`src/rtl/mac_operand_feeder_pkg.sv`:
```
// Shared definitions for the MAC operand feeder: sequencer state encoding
// and the MAC output-format select codes carried on mac_mode.
package mac_operand_feeder_pkg;

   typedef enum logic [1:0] {
      ST_IDLE  = 2'b00,
      ST_ISSUE = 2'b01,
      ST_DRAIN = 2'b10,
      ST_HOLD  = 2'b11
   } feed_state_t;

   localparam logic [2:0] MAC_MODE_0 = 3'b000;
   localparam logic [2:0] MAC_MODE_1 = 3'b001;
   localparam logic [2:0] MAC_MODE_2 = 3'b010;
   localparam logic [2:0] MAC_MODE_3 = 3'b011;

endpackage

```
`src/rtl/mac_feed_addr_gen.sv`:
```
// Address generator for the MAC operand feeder. Latches the bases and
// strides on load, then issues one read per cycle for len cycles with no
// gaps, flagging the first and last beat. Addresses wrap modulo
// 2**ADDR_WIDTH because the accumulators are exactly ADDR_WIDTH wide.
module mac_feed_addr_gen
   import mac_operand_feeder_pkg::*;
#(
   parameter int ADDR_WIDTH = 10,
   parameter int LEN_WIDTH  = 11
) (
   input  logic                  clk,
   input  logic                  rst,
   input  logic                  load,
   input  logic [LEN_WIDTH-1:0]  len,
   input  logic [ADDR_WIDTH-1:0] a_base,
   input  logic [ADDR_WIDTH-1:0] b_base,
   input  logic [ADDR_WIDTH-1:0] a_stride,
   input  logic [ADDR_WIDTH-1:0] b_stride,
   output logic                  rd_en,
   output logic [ADDR_WIDTH-1:0] a_addr,
   output logic [ADDR_WIDTH-1:0] b_addr,
   output logic                  first,
   output logic                  last,
   output logic                  done
);

   logic [ADDR_WIDTH-1:0] a_stride_q;
   logic [ADDR_WIDTH-1:0] b_stride_q;
   // beats still to issue after the one currently on the read port
   logic [LEN_WIDTH-1:0]  remain;

   // the final beat is on the read port this cycle
   assign done = rd_en & last;

   // latch request, then step addresses and beat counter once per issued read
   always_ff @(posedge clk or negedge rst) begin
      if (!rst) begin
         rd_en      <= 1'b0;
         a_addr     <= {ADDR_WIDTH{1'b0}};
         b_addr     <= {ADDR_WIDTH{1'b0}};
         a_stride_q <= {ADDR_WIDTH{1'b0}};
         b_stride_q <= {ADDR_WIDTH{1'b0}};
         remain     <= {LEN_WIDTH{1'b0}};
         first      <= 1'b0;
         last       <= 1'b0;
      end else if (load) begin
         rd_en      <= 1'b1;
         a_addr     <= a_base;
         b_addr     <= b_base;
         a_stride_q <= a_stride;
         b_stride_q <= b_stride;
         remain     <= len - LEN_WIDTH'(1);
         first      <= 1'b1;
         last       <= (len == LEN_WIDTH'(1));
      end else if (rd_en) begin
         if (remain == {LEN_WIDTH{1'b0}}) begin
            rd_en <= 1'b0;
            first <= 1'b0;
            last  <= 1'b0;
         end else begin
            a_addr <= a_addr + a_stride_q;
            b_addr <= b_addr + b_stride_q;
            remain <= remain - LEN_WIDTH'(1);
            first  <= 1'b0;
            last   <= (remain == LEN_WIDTH'(1));
         end
      end else begin
         rd_en <= 1'b0;
      end
   end

endmodule

```
`src/rtl/mac_operand_feeder.sv`:
```
// MAC operand feeder: on start, streams len element pairs from memories A
// and B into one MAC lane (mac_reset on the first beat), then captures the
// final accumulation and offers it on a valid/ready result port.
// Optional feature macro MAC_FEED_STRIDE_EN adds per-memory stride inputs;
// without it the stride is fixed at 1.
module mac_operand_feeder
   import mac_operand_feeder_pkg::*;
#(
   parameter int T_WIDTH    = 32,
   parameter int ADDR_WIDTH = 10,
   parameter int LEN_WIDTH  = 11
) (
   input  logic                  clk,
   input  logic                  rst,
   input  logic                  start,
   input  logic [LEN_WIDTH-1:0]  len,
   input  logic [ADDR_WIDTH-1:0] a_base,
   input  logic [ADDR_WIDTH-1:0] b_base,
`ifdef MAC_FEED_STRIDE_EN
   input  logic [ADDR_WIDTH-1:0] a_stride,
   input  logic [ADDR_WIDTH-1:0] b_stride,
`endif
   input  logic [2:0]            mode_in,
   output logic                  busy,
   output logic                  a_rd_en,
   output logic [ADDR_WIDTH-1:0] a_addr,
   input  logic [T_WIDTH-1:0]    a_rdata,
   output logic                  b_rd_en,
   output logic [ADDR_WIDTH-1:0] b_addr,
   input  logic [T_WIDTH-1:0]    b_rdata,
   output logic [T_WIDTH-1:0]    mac_in_1,
   output logic [T_WIDTH-1:0]    mac_in_2,
   output logic                  mac_in_valid,
   output logic                  mac_reset,
   output logic [2:0]            mac_mode,
   input  logic [T_WIDTH-1:0]    mac_out,
   input  logic                  mac_out_valid,
   output logic [T_WIDTH-1:0]    result,
   output logic                  result_valid,
   input  logic                  result_ready
);

   feed_state_t           state;
   logic                  load;
   logic                  rd_en;
   logic                  first;
   logic                  last;
   logic                  done;
   logic                  last_d1;
   logic                  last_d2;
   logic [ADDR_WIDTH-1:0] a_step;
   logic [ADDR_WIDTH-1:0] b_step;

`ifdef MAC_FEED_STRIDE_EN
   assign a_step = a_stride;
   assign b_step = b_stride;
`else
   assign a_step = ADDR_WIDTH'(1);
   assign b_step = ADDR_WIDTH'(1);
`endif

   // a zero-length request never reaches the address generator
   assign load = (state == ST_IDLE) && start && (len != {LEN_WIDTH{1'b0}});

   assign busy    = (state != ST_IDLE);
   assign a_rd_en = rd_en;
   assign b_rd_en = rd_en;

   // memory read data arrives aligned with mac_in_valid, so it passes straight through
   assign mac_in_1 = a_rdata;
   assign mac_in_2 = b_rdata;

   mac_feed_addr_gen #(
      .ADDR_WIDTH (ADDR_WIDTH),
      .LEN_WIDTH  (LEN_WIDTH)
   ) u_addr_gen (
      .clk      (clk),
      .rst      (rst),
      .load     (load),
      .len      (len),
      .a_base   (a_base),
      .b_base   (b_base),
      .a_stride (a_step),
      .b_stride (b_step),
      .rd_en    (rd_en),
      .a_addr   (a_addr),
      .b_addr   (b_addr),
      .first    (first),
      .last     (last),
      .done     (done)
   );

   // sequencer FSM with the flag delay pipes and the result register
   always_ff @(posedge clk or negedge rst) begin
      if (!rst) begin
         state        <= ST_IDLE;
         mac_in_valid <= 1'b0;
         mac_reset    <= 1'b0;
         last_d1      <= 1'b0;
         last_d2      <= 1'b0;
         mac_mode     <= 3'b000;
         result       <= {T_WIDTH{1'b0}};
         result_valid <= 1'b0;
      end else begin
         // one cycle of read latency turns the read strobe into a MAC beat
         mac_in_valid <= rd_en;
         mac_reset    <= rd_en & first;
         last_d1      <= rd_en & last;
         // one more cycle for the MAC to present the final sum
         last_d2      <= last_d1;
         case (state)
            ST_IDLE: begin
               if (start) begin
                  if (len != {LEN_WIDTH{1'b0}}) begin
                     mac_mode <= mode_in;
                     state    <= ST_ISSUE;
                  end else begin
                     result       <= {T_WIDTH{1'b0}};
                     result_valid <= 1'b1;
                     state        <= ST_HOLD;
                  end
               end else begin
                  state <= ST_IDLE;
               end
            end
            ST_ISSUE: begin
               if (done) begin
                  state <= ST_DRAIN;
               end else begin
                  state <= ST_ISSUE;
               end
            end
            ST_DRAIN: begin
               if (mac_out_valid && last_d2) begin
                  result       <= mac_out;
                  result_valid <= 1'b1;
                  state        <= ST_HOLD;
               end else begin
                  state <= ST_DRAIN;
               end
            end
            ST_HOLD: begin
               if (result_ready) begin
                  result_valid <= 1'b0;
                  state        <= ST_IDLE;
               end else begin
                  state <= ST_HOLD;
               end
            end
            default: begin
               result_valid <= 1'b0;
               state        <= ST_IDLE;
            end
         endcase
      end
   end

endmodule

```
`config.mk`:
```
export PLATFORM = sky130hd
export DESIGN_NAME = mac_operand_feeder
export DESIGN_NICKNAME = d
export VERILOG_FILES = /design/src/rtl/mac_operand_feeder_pkg.sv /design/src/rtl/mac_feed_addr_gen.sv /design/src/rtl/mac_operand_feeder.sv
export SDC_FILE = /design/constraint.sdc
export NUM_CORES = 1
export LEC_CHECK = 0
export ABC_AREA = 1
export BUFFER_PORTS_ARGS = -buffer_cell sky130_fd_sc_hd__buf_4
export CORE_MARGIN = 4
export CORE_UTILIZATION = 35
export DETAILED_ROUTE_END_ITERATION = 8
export GPL_TIMING_DRIVEN = 0
export PLACE_DENSITY = 0.65
export SLEW_MARGIN = 10
export SYNTH_ARGS = -nofsm -noshare
export SYNTH_HDL_FRONTEND = slang
export SYNTH_SLANG_ARGS = --single-unit
```
`constraint.sdc`:
```
create_clock -name clk -period 2.1 [get_ports clk]
set_input_delay 0 -clock clk [delete_from_list [all_inputs] [get_ports clk]]
set_output_delay 0 -clock clk [all_outputs]
set_load 0.01 [all_outputs]
```
==> results.md <==
Detailed routing
• 304 — number of DRC violations after detailed-routing iteration 0
• 12.42 um — post-DR wirelength/cell
• 0 — number of remaining DRC errors
• 4856 — number of vias in the routed layout
• 0 — number of routed nets with antenna violations
• 4.423 — average via count per standard cell
• 5 — DRT Pass-1 Iters
• 13.64 mm — final wirelength

Synth
• 0 — number of enable-type register cells in the synthesized netlist
• 77 — number of storage elements in the synthesis netlist
• 287 x sky130_fd_sc_hd__nand2_1, 77 x sky130_fd_sc_hd__dfrtp_1, 69 x sky130_fd_sc_hd__buf_4 — list of most frequent post-synthesis cells
• 29 — synth unique cells
• 797 — number of nets produced by synthesis
• 0.4087 — share of the synthesized area in the top cell type
• 1.000 — share of synthesized flip-flops with an asynchronous set or reset
• sky130_fd_sc_hd__dfrtp_1 — top_reg_cell synth
• 7.220 um2 — post-synthesis area per instance
• sky130_fd_sc_hd__dfrtp_1 41%, sky130_fd_sc_hd__nand2_1 23%, sky130_fd_sc_hd__buf_4 11% — ranking of synthesized cells by area
• 653 — Synth Instances
• sky130_fd_sc_hd__dfrtp_1 — Synth area leader
• 4715 um2 — Netlist Area Pre-Place
• 0.4087 — post-synthesis sequential area ratio
• sky130_fd_sc_hd__nand2_1 — most repeated cell in the gate-level netlist after synthesis
• 0 — Yosys Warn Count

Timing
• 1782 ps — post-layout minimum cycle time
• 0.5610 GHz — highest clock rate
• 990.6 ps — measured slew at the worst slew-check pin
• 0 ps — final setup TNS
• 0.8488 — part of the cycle the worst path needs
• 8.111 ps — Layout Skew
• 0.3396 — worst relative slew slack
• 0 — Final Max Tran Viols
• 0 — Final Hold Vio Count
• 0 — endpoints failing setup
• false — RSZ-0062 raised after global routing

Power and ir drop
• 0.0004892 V — peak supply drop
• 4.088 nW — total leakage power
• 0.007146 W — total power consumption of the routed design
• 983.1 nW/um2 — PwrDens

Floorplanning
• 260 — # IOs
• 13240 um2 — floorplan core area
• 124.1 um — height of the chip
• 0.3560 — initial standard-cell utilization of the core
• 15390 um2 — area enclosed by the die boundary
• 124.1 um — Horiz. Die Dim
• 42 — Row Count

Cells and area
• 1988 um2 — footprint of the multi-input gates
• 1265 — number of inserted filler cells in the final layout
• 54.17% — area grow syn2layout
• 1061 — number of nets in the layout
• 1098 — number of standard cells in the layout, taps in and fillers out
• 0 — number of diodes
• 0.3384 — ratio of cells with drive above 1 in the final layout
• 1927 um2 — sequential cell area in the final layout

Place
• 1024 — number of placed cells counting well taps
• 195 — input/output buffers
• 0.8405 — placer congestion estimate
• 9.716 mm — HPWL after detailed placement

Global routing
• 4390 — number of global-route vias before repair
• 0 — leftover overflow at the end of global routing
• 20.62 mm — first-pass GRT wire length
• 0.1695 — GRT Total Usage
• 78 — pin count of the biggest net entering global routing
• 0 — antenna violations before repair

Critical path
• 10 — Max FO, Critical Path
• sky130_fd_sc_hd__nand2_1 — cell mode on critical path
• flop — Setup crit start kind
• flop to flop — critical path start-end classification
• sky130_fd_sc_hd__dfrtp_1 — slowest library cell on the worst path
• 2320 ps — data required time of the critical path
• inv_1 > ha_1 > nand2_1 > nor2_1 > nand2_1 > nand2_2 > nand2_4 > buf_2 > nand3_1 > o21ai_1 — ordered list of cells on the worst path
• 2010 ps — Data arrival, critical path
• 400 ps — critical path's largest stage delay
• flop — endpoint kind of the worst setup timing path

CTS
• 3 — deepest level of the CTS H-tree
• 2 — Max Buffers Root-to-Sink
• 340 ps — clock latency on the worst-skew pair
• 0 — post-cts sizing count
• 60 ps — Clock transition at path regs
• 9 — CTS Buf Count
• 77 — number of sinks handled by clock tree synthesis
• done — CTS tree
• sky130_fd_sc_hd__clkbuf_16 — buffer cell driving the clock tree root

Run status
• completed — result of the run

Worst hold path
• input port to flop — Hold/Removal Path Class

Job
• 0 — number of violations of the max-capacitance limit

-- critical path: cells and delay by family (launching register included) --
kind | cells | cell delay (ps)
and+or+nand+nor | 6 | 660
DFF | 1 | 400
buffers and inverters | 2 | 330
adders and majority gates | 1 | 210
AOI/OAI and AO/OA | 1 | 60
-- worst paths after layout --
kind                            slack (ps)              endpoint  depth (start not counted)            startpoint
worst min register to register         350               last_d2                          0               last_d1
worst min-delay path                    30  u_addr_gen.remain[9]                          5                len[9]
min in group asynchronous              370  u_addr_gen.a_addr[5]                          2                   rst
max in group asynchronous             1090      u_addr_gen.first                          2                   rst
worst max-delay path                   320  u_addr_gen.remain[1]                         10  u_addr_gen.remain[0]
worst max register to register         320  u_addr_gen.remain[1]                         10  u_addr_gen.remain[0]
-- stage by stage --
step           hold WS [ps]  utilization  setup WS (ps)  instance area (um2)
2_1_floorplan        -295.6            -          543.9                 4715
4_1_cts               13.35       0.5488          287.0                 7268
3_3_place_gp          177.0       0.4832          277.3                 6399
6_report              34.73       0.5488          317.6                 7268
3_5_place_dp          177.5       0.4832          299.8                 6399
5_1_grt               52.67       0.5488          44.36                 7268
-- cell usage in the layout, fill, tap and decap left out, types with 11 or more instances in the layout --
cell type / netlist / routed
sky130_fd_sc_hd__inv_1: 47 / 47
sky130_fd_sc_hd__buf_2: 11 / 11
sky130_fd_sc_hd__o21ai_0: 13 / 13
sky130_fd_sc_hd__buf_4: 69 / 264
sky130_fd_sc_hd__dlygate4sd3_1: 0 / 58
sky130_fd_sc_hd__nand3_1: 53 / 53
sky130_fd_sc_hd__nand2_1: 287 / 287
sky130_fd_sc_hd__nor2_1: 37 / 37
sky130_fd_sc_hd__dfrtp_1: 77 / 77
-- state kept, by name, indices dropped and copies added, names as in the netlist --
register / flops
mac_mode: 3
state: 2
result_valid: 1
u_addr_gen.a_stride_q: 1
result: 32
u_addr_gen.a_addr: 10
u_addr_gen.last: 1
u_addr_gen.first: 1
mac_reset: 1
u_addr_gen.b_addr: 10
last_d2: 1
u_addr_gen.rd_en: 1
mac_in_valid: 1
u_addr_gen.remain: 11
last_d1: 1
-- metal layers --
layer | part of all wire | GRT usage | up-vias
li1 | - | - | 2471
met1 | 0.41 | 0.2074 | 2164
met2 | 0.47 | 0.2791 | 207
met5 | 0 | 0 | -
met4 | 0.014 | 0.05270 | 0
met3 | 0.11 | 0.06176 | 14
-- cell type report --
type,count,share of cell area
buffer,83,0.08349
clock buffer,9,0.03099
clock inverter,7,0.008779
inverter,51,0.02651
multi-input combinational,442,0.2735
sequential,77,0.2651
tap,176,0.03030
timing repair buffer,253,0.2813
-- repair_timing --
action,CTS,global route
setup buffers,0,0
setup endpoints to repair,0,0
hold buffers,58,0
endpoints found under the hold margin,135,0
-- power by group --
group / internal (W) / leakage [nW] / switching [W]
registers: 0.00199 / 0.973 / 0.000479
logic: 0.00149 / 2.98 / 0.00167
clock network: 0.000830 / 0.137 / 0.000691
-- cells by family (layout without fill, tap and decap cells) --
group,Yosys count,count (layout),synth area share
buffers and inverters,134,403,0.1696
and+or+nand+nor,398,398,0.3482
xor gates and xnor gates,11,11,0.02044
AOI/OAI and AO/OA,24,24,0.02919
DFF,77,77,0.4087
adders and majority gates,9,9,0.02389
(Power assumes the default switching activity.)
